`src/rtl/jk_flipflop_five_bit_downcounter.sv`:
```
// Five-bit synchronous down counter whose state is held in JK flip-flops.
// Each bit's J/K inputs are formed from the borrow chain. Every flip-flop
// shares one clock, so no bit is clocked by another bit's output.
// Loads and wraps drive J/K as set/clear pairs. Decrements drive J=K=1 on
// the bits that must toggle.

// Single JK flip-flop with synchronous active-high reset.
module jk_ff (
    input  logic i_clk,
    input  logic i_rst,
    input  logic i_j,
    input  logic i_k,
    output logic o_q
);

    logic r_q;

    // JK truth table: 00 hold, 01 clear, 10 set, 11 toggle.
    always_ff @(posedge i_clk) begin
        if (i_rst) begin
            r_q <= 1'b0;
        end else begin
            case ({i_j, i_k})
                2'b00:   r_q <= r_q;
                2'b01:   r_q <= 1'b0;
                2'b10:   r_q <= 1'b1;
                default: r_q <= ~r_q;
            endcase
        end
    end

    assign o_q = r_q;

endmodule

module jk_flipflop_five_bit_downcounter #(
    parameter logic [4:0] WRAP_VALUE = 5'd31
) (
    input  logic       clockPulse,
    input  logic       reset,
    input  logic       enable,
    input  logic       load,
    input  logic [4:0] loadValue,
    input  logic       holdAtZero,
    output logic [4:0] Result,
    output logic       zero,
    output logic       borrowOut
);

    logic [4:0] w_q;
    logic [4:0] w_borrow_chain;
    logic [4:0] w_j;
    logic [4:0] w_k;
    logic       w_zero;
    logic       w_wrap;
    logic       r_borrow;

    assign w_zero = (w_q == 5'd0);

    // A wrap happens only on a decrement edge at count 0 in wrap mode.
    // holdAtZero is therefore only looked at on that edge.
    assign w_wrap = enable & ~load & w_zero & ~holdAtZero;

    // Ripple-borrow chain: bit i toggles when all lower bits are 0.
    always_comb begin
        w_borrow_chain[0] = 1'b1;
        for (int i = 1; i < 5; i++) begin
            w_borrow_chain[i] = w_borrow_chain[i-1] & ~w_q[i-1];
        end
    end

    // J/K steering. Load has priority, then decrement, then hold.
    // The synchronous reset lives inside each flip-flop and overrides all of these.
    always_comb begin
        w_j = 5'd0;
        w_k = 5'd0;
        if (load) begin
            w_j = loadValue;
            w_k = ~loadValue;
        end else if (enable) begin
            if (!w_zero) begin
                w_j = w_borrow_chain;
                w_k = w_borrow_chain;
            end else if (!holdAtZero) begin
                w_j = WRAP_VALUE;
                w_k = ~WRAP_VALUE;
            end
        end
    end

    genvar g;
    generate
        for (g = 0; g < 5; g++) begin : g_bit
            jk_ff u_jk (
                .i_clk (clockPulse),
                .i_rst (reset),
                .i_j   (w_j[g]),
                .i_k   (w_k[g]),
                .o_q   (w_q[g])
            );
        end
    endgenerate

    // borrowOut is registered. It is high for the one cycle after each wrap edge.
    always_ff @(posedge clockPulse) begin
        if (reset) begin
            r_borrow <= 1'b0;
        end else begin
            r_borrow <= w_wrap;
        end
    end

    assign Result    = w_q;
    assign zero      = w_zero;
    assign borrowOut = r_borrow;

endmodule

```
`config.mk`:
```
export PLATFORM = sky130hd
export DESIGN_NAME = jk_flipflop_five_bit_downcounter
export DESIGN_NICKNAME = d
export VERILOG_FILES = /design/src/rtl/jk_flipflop_five_bit_downcounter.sv
export SDC_FILE = /design/constraint.sdc
export NUM_CORES = 1
export LEC_CHECK = 0
export BUFFER_PORTS_ARGS = -buffer_cell sky130_fd_sc_hd__buf_2
export CAP_MARGIN = 20
export CELL_PAD_IN_SITES_DETAIL_PLACEMENT = 2
export CELL_PAD_IN_SITES_GLOBAL_PLACEMENT = 2
export CORE_UTILIZATION = 31
export DETAILED_ROUTE_END_ITERATION = 12
export GPL_ROUTABILITY_DRIVEN = 0
export PLACE_DENSITY_LB_ADDON = 0.1
export RECOVER_POWER = 25
export SLEW_MARGIN = 25
export SYNTH_ARGS = -nofsm -noshare
export SYNTH_HDL_FRONTEND = slang
export SYNTH_SLANG_ARGS = --single-unit
export TNS_END_PERCENT = 100
```
`constraint.sdc`:
```
create_clock -name clockPulse -period 3.5 [get_ports clockPulse]
set_input_delay 1.05 -clock clockPulse [delete_from_list [all_inputs] [get_ports clockPulse]]
set_output_delay 1.05 -clock clockPulse [all_outputs]
set_load 0.02 [all_outputs]
```
* Word level (Yosys, flattened, before mapping) *
Index checks and enable logic that the tools add are counted.

storage, ports and cells
  register bits = 6
  input bits = 10
  output and inout port bits = 7
  word-level logic and storage cells = 48

cells by class
  eq/ne operators = 10
  multiplexer cells = 12
  reduce and logical (&&, ||, !) cells = 6
  bitwise gates (word level) = 14

operator list
  operator                                             count
  2-to-1 mux 5 bit                                     7
  case mux 1 bit (3 select lines)                      5
  equality test 2 x 1 -> 1 bit, second input constant  5
  equality test 2 bit, second input constant           5
  zero test 2 bit                                      5
  NOT 1 bit                                            7
  AND 1 bit                                            6
  zero test 5 bit                                      1
  NOT 5 bit                                            1

* Depth between registers and ports, before layout *
  depth after elaboration = 9
  depth in mapped cells = 8
  depth with buffers taken out = 7

* By module *
From an unflattened synthesis, not the netlist that was laid out.

unflattened totals
  cells, all modules = 72
  area, all modules = 604.3 sq um

by module, submodules not included
  module                            cells an instance  times used  seq. area each (sq um)  area each (sq um)
  jk_ff                             9                  5           20.0                    76.3
  jk_flipflop_five_bit_downcounter  27                 1           20.0                    222.7

* Worst setup path after synthesis *
OpenSTA, ideal clock, no wires.

  kind = input to register
  start point = input port load
  end point = register g_bit[3].u_jk.r_q
  required time = 3.378 ns
  setup time = 0.122 ns
  setup slack = 0.855 ns
  buffers on the path = 1
  arrival time = 2.524 ns
  stages on the path = 8
  cell sequence = clkbuf_1 > nand2b_1 > nor4_1 > a21oi_1 > ha_1 > nor3b_1 > a221oi_1 > nor2_1

between the ends
  cells in the longest elaborated chain, start to end = 3

ends and longest elaborated chain
  element                                            line  source
  start: declaration                                 42    input logic load,
  2-to-1 mux 5 bit                                   77    if (load) begin
  equality test 2 bit, or another cell as far along  23    case ({i_j, i_k})
  case mux 1 bit (3 select lines)                    23
  end signal: assignment                             24    2'b00: r_q <= r_q;
  end signal: assignment                             27    default: r_q <= ~r_q;
  end: declaration                                   16    logic r_q;

Parallel ways exist; a longest one is shown, timed or not.
A chain may end at the register's enable or synchronous reset.

* Final worst setup path *
Ends and elaborated chain as after synthesis.

==> results.py <==
metrics = {
    "finish": {
        "drive_above_1_share_pct": 21.3,
        "areaGrowthSynthToFinish_pct": 13.9,
        "antenna_cells": 0,
        "layout.nets": 111,
    },
    "clock_tree": {
        "cts.clk_slew.worst_paths_ns": 0.05,
        "holdBufCountCts": 0,
        "clk_latency_ns": 0.25,
        "clock_path_buffers": 2,
        "cts_resized": 0,
        "cts_setup_buffers": 0,
        "cts_tree": "yes",
        "cts_sinks": 6,
        "cts_inserted_buffers": 3,
        "htree_levels": 1,
        "cts_root_buf": "clkbuf_4",
    },
    "timing": {
        "final.setup.tns_ns": 0,
        "fmax_mhz": 382,
        "finalCritPeriodShare_pct": 74.8,
        "worst_pin_slew_ns": 0.475,
        "finClkSkew_ns": 0.00388,
        "final-setup-viol-count": 0,
        "rsz0062_at_grt": "false",
        "finalHoldViolCount": 0,
        "min_period_ns": 2.62,
        "drv_slew": 0,
        "worst_slack_ns": 0.883,
        "relSlewSlack_pct": 68.1,
    },
    "worst_setup_path": {
        "startpoint_type": "primary input",
        "cpMaxStageDelayCell": "nor4_1",
        "path_cells": "buf_2 > nand2b_1 > nor4_1 > a21oi_1 > ha_1 > nor3b_1 > a221oi_1 > nor2_1",
        "max_stage_delay_ns": 0.38,
        "required_ns": 3.64,
        "critPathMaxFanout": 19,
        "arrival_ns": 2.76,
        "cpLargestDelayFamily": "simple AND/OR/NAND/NOR gates",
        "criticalPathCategory": "primary input to flip-flop",
        "crit_buf_inv": 1,
        "endpoint_kind": "flip-flop",
    },
    "floorplanning": {
        "die_x_um": 47.3,
        "dieArea_sq_mm": 0.00224,
        "initial_core_util_pct": 32.8,
        "core_area_sq_mm": 0.00194,
        "rows": 16,
        "pin_count": 17,
        "die_y_um": 47.3,
    },
    "synth": {
        "ys_ff_latch": 6,
        "syn_inst": 77,
        "yosys_warnings": 0,
        "synth_cell_types": 22,
        "synthesis.nets": 97,
        "postSynthAreaPerCell_sq_um": 8.27,
        "synth_area_sq_um": 637,
        "seq_area_frac_synth_pct": 18.9,
    },
    "min_path": {
        "hold_class": "flip-flop to flip-flop",
    },
    "placement": {
        "portBuffers": 16,
        "dpl.hpwl_um": 1210,
        "dp_slack_ns": 0.626,
    },
    "pwr": {
        "p_int_uw": 206,
        "sw_frac_of_total_pct": 46.2,
        "switching_power_uw": 177,
        "clkPwrFrac_pct": 18.3,
        "p_per_area_mw_per_mm2": 528,
        "p_leak_uw": 0.000313,
        "p_comb_share_pct": 53.5,
        "vdd_drop_max_uv": 154,
        "pwr-share-seq_pct": 28.3,
    },
    "routing": {
        "dr.pass1.iters": 2,
        "avgViaCountPerCell": 5.30,
        "drtIter0Drc": 5,
        "final_antenna_net_count": 0,
        "vias": 615,
        "routed_wl_um": 1550,
        "drc": 0,
        "routedWlPerCell_um": 13.4,
    },
    "global_route": {
        "grtUsageTotal_pct": 16.6,
        "gr-total-overflow": 0,
        "grt_max_degree": 20,
        "grt_pass1_vias": 577,
        "grt_pass1_wl_um": 2530,
        "antenna_found_initial": 0,
    },
    "run": {
        "cap_viol_max_count": 0,
    },
    "run_status": {
        "status": "finished clean",
    },
}
## placed cells by master, fill, tap and decap left out, drive strengths merged
cell,n
nor3,3
a31oi,2
a32o,1
nor2,7
a221oi,3
dfxtp,6
nand3,1
a21oi,6
nor3b,4
nand2,3
ha,10
nor4,3
clkbuf,5
nor2b,6
a32oi,1
nand2b,2
a22oi,4
inv,3
a22o,4
buf,14
mux2,1
## stage by stage
| stage | hold WS [ns] | utilization [%] | std cells | total power, uW | area (sq um) |
|---|---|---|---|---|---|
| after global routing | 0.620 | 37.4 | 116 | 421 | 726 |
| after global placement | 0.551 | 36.3 | 113 | 309 | 706 |
| final | 0.578 | 37.4 | 116 | 383 | 726 |
| after floorplan | 0.509 | - | 77 | 274 | 637 |
| after detailed placement | 0.573 | 36.3 | 113 | 318 | 706 |
| after CTS | 0.584 | 37.5 | 116 | 391 | 728 |
## layout make-up
type	count	area, sq um
clock buffers	3	22.5
flip-flops and latches	6	120
repair buffers	16	77.6
inverters	3	11.3
well taps	27	33.8
multi-input cells	61	460
fillers	248	1220
## cells by family after synthesis
kind of cell             Yosys count  share of synthesized area (%)
adder cells (fa/ha/maj)           10                           19.6
flip-flops                         6                           18.9
multiplexers                       1                           1.77
buffers and inverters             10                           8.84
AND/OR/NAND/NOR                   29                           26.9
AO/OA/AOI/OAI                     21                           24.0
## sequential cells by signal, indices dropped and copies added, names as in the netlist
| signal | cells |
|---|---|
| borrowOut | 1 |
| g_bit.u_jk.o_q | 5 |
## worst reg2reg max path: cells and delay by family (launching register included)
kind / cells / cell delay (ns)
AND/OR/NAND/NOR: 4 / 0.92
AO/OA/AOI/OAI: 2 / 0.52
flip-flops: 1 / 0.38
adder cells (fa/ha/maj): 1 / 0.28
## layer usage
layer | vias to the layer above | GRT usage (%) | wire length, um | part of all wire [%]
li1 | 310 | - | - | -
met1 | 295 | 20.5 | 766 | 49
met2 | 10 | 26.8 | 746 | 48
met3 | 0 | 3.46 | 35 | 2.3
met4 | 0 | 8.57 | 0 | 0
met5 | - | 0 | 0 | 0
## synthesized netlist by cell type
master / n / area, sq um
nand2b_1: 2 / 12.5
a22o_1: 4 / 35.0
nor3_1: 3 / 15.0
nand3_1: 1 / 5.00
nor4_4: 1 / 21.3
clkbuf_1: 2 / 7.51
buf_4: 5 / 37.5
nor4_1: 2 / 12.5
a31oi_1: 2 / 12.5
nor2_1: 7 / 26.3
mux2_2: 1 / 11.3
nor2b_1: 6 / 37.5
nand2_1: 3 / 11.3
a221oi_1: 3 / 26.3
a32o_1: 1 / 10.0
ha_1: 10 / 125
inv_1: 3 / 11.3
a32oi_1: 1 / 8.76
a22oi_1: 4 / 30.0
a21oi_1: 6 / 30.0
nor3b_1: 4 / 30.0
dfxtp_1: 6 / 120
## power by group through the flow
stage / clock [uW] / sequential [uW] / combinational (uW)
2_1_floorplan: 0 / 104 / 170
3_3_place_gp: 0 / 109 / 200
3_5_place_dp: 0 / 110 / 208
4_1_cts: 73.2 / 109 / 209
5_1_grt: 77.5 / 112 / 232
6_report: 70.0 / 108 / 205
## worst paths after layout
check	startpoint	to	slack [ns]	depth (start not counted)
worst max-delay path	load	g_bit[3].u_jk.o_q$_SDFFE_PP0P_	0.88	8
worst min-delay path	g_bit[1].u_jk.o_q$_SDFFE_PP0P_	g_bit[1].u_jk.o_q$_SDFFE_PP0P_	0.58	2
worst max register to register	g_bit[1].u_jk.o_q$_SDFFE_PP0P_	g_bit[2].u_jk.o_q$_SDFFE_PP0P_	1.26	7
worst min register to register	g_bit[1].u_jk.o_q$_SDFFE_PP0P_	g_bit[1].u_jk.o_q$_SDFFE_PP0P_	0.58	2
No activity file was read; power rests on OpenSTA's default activity.
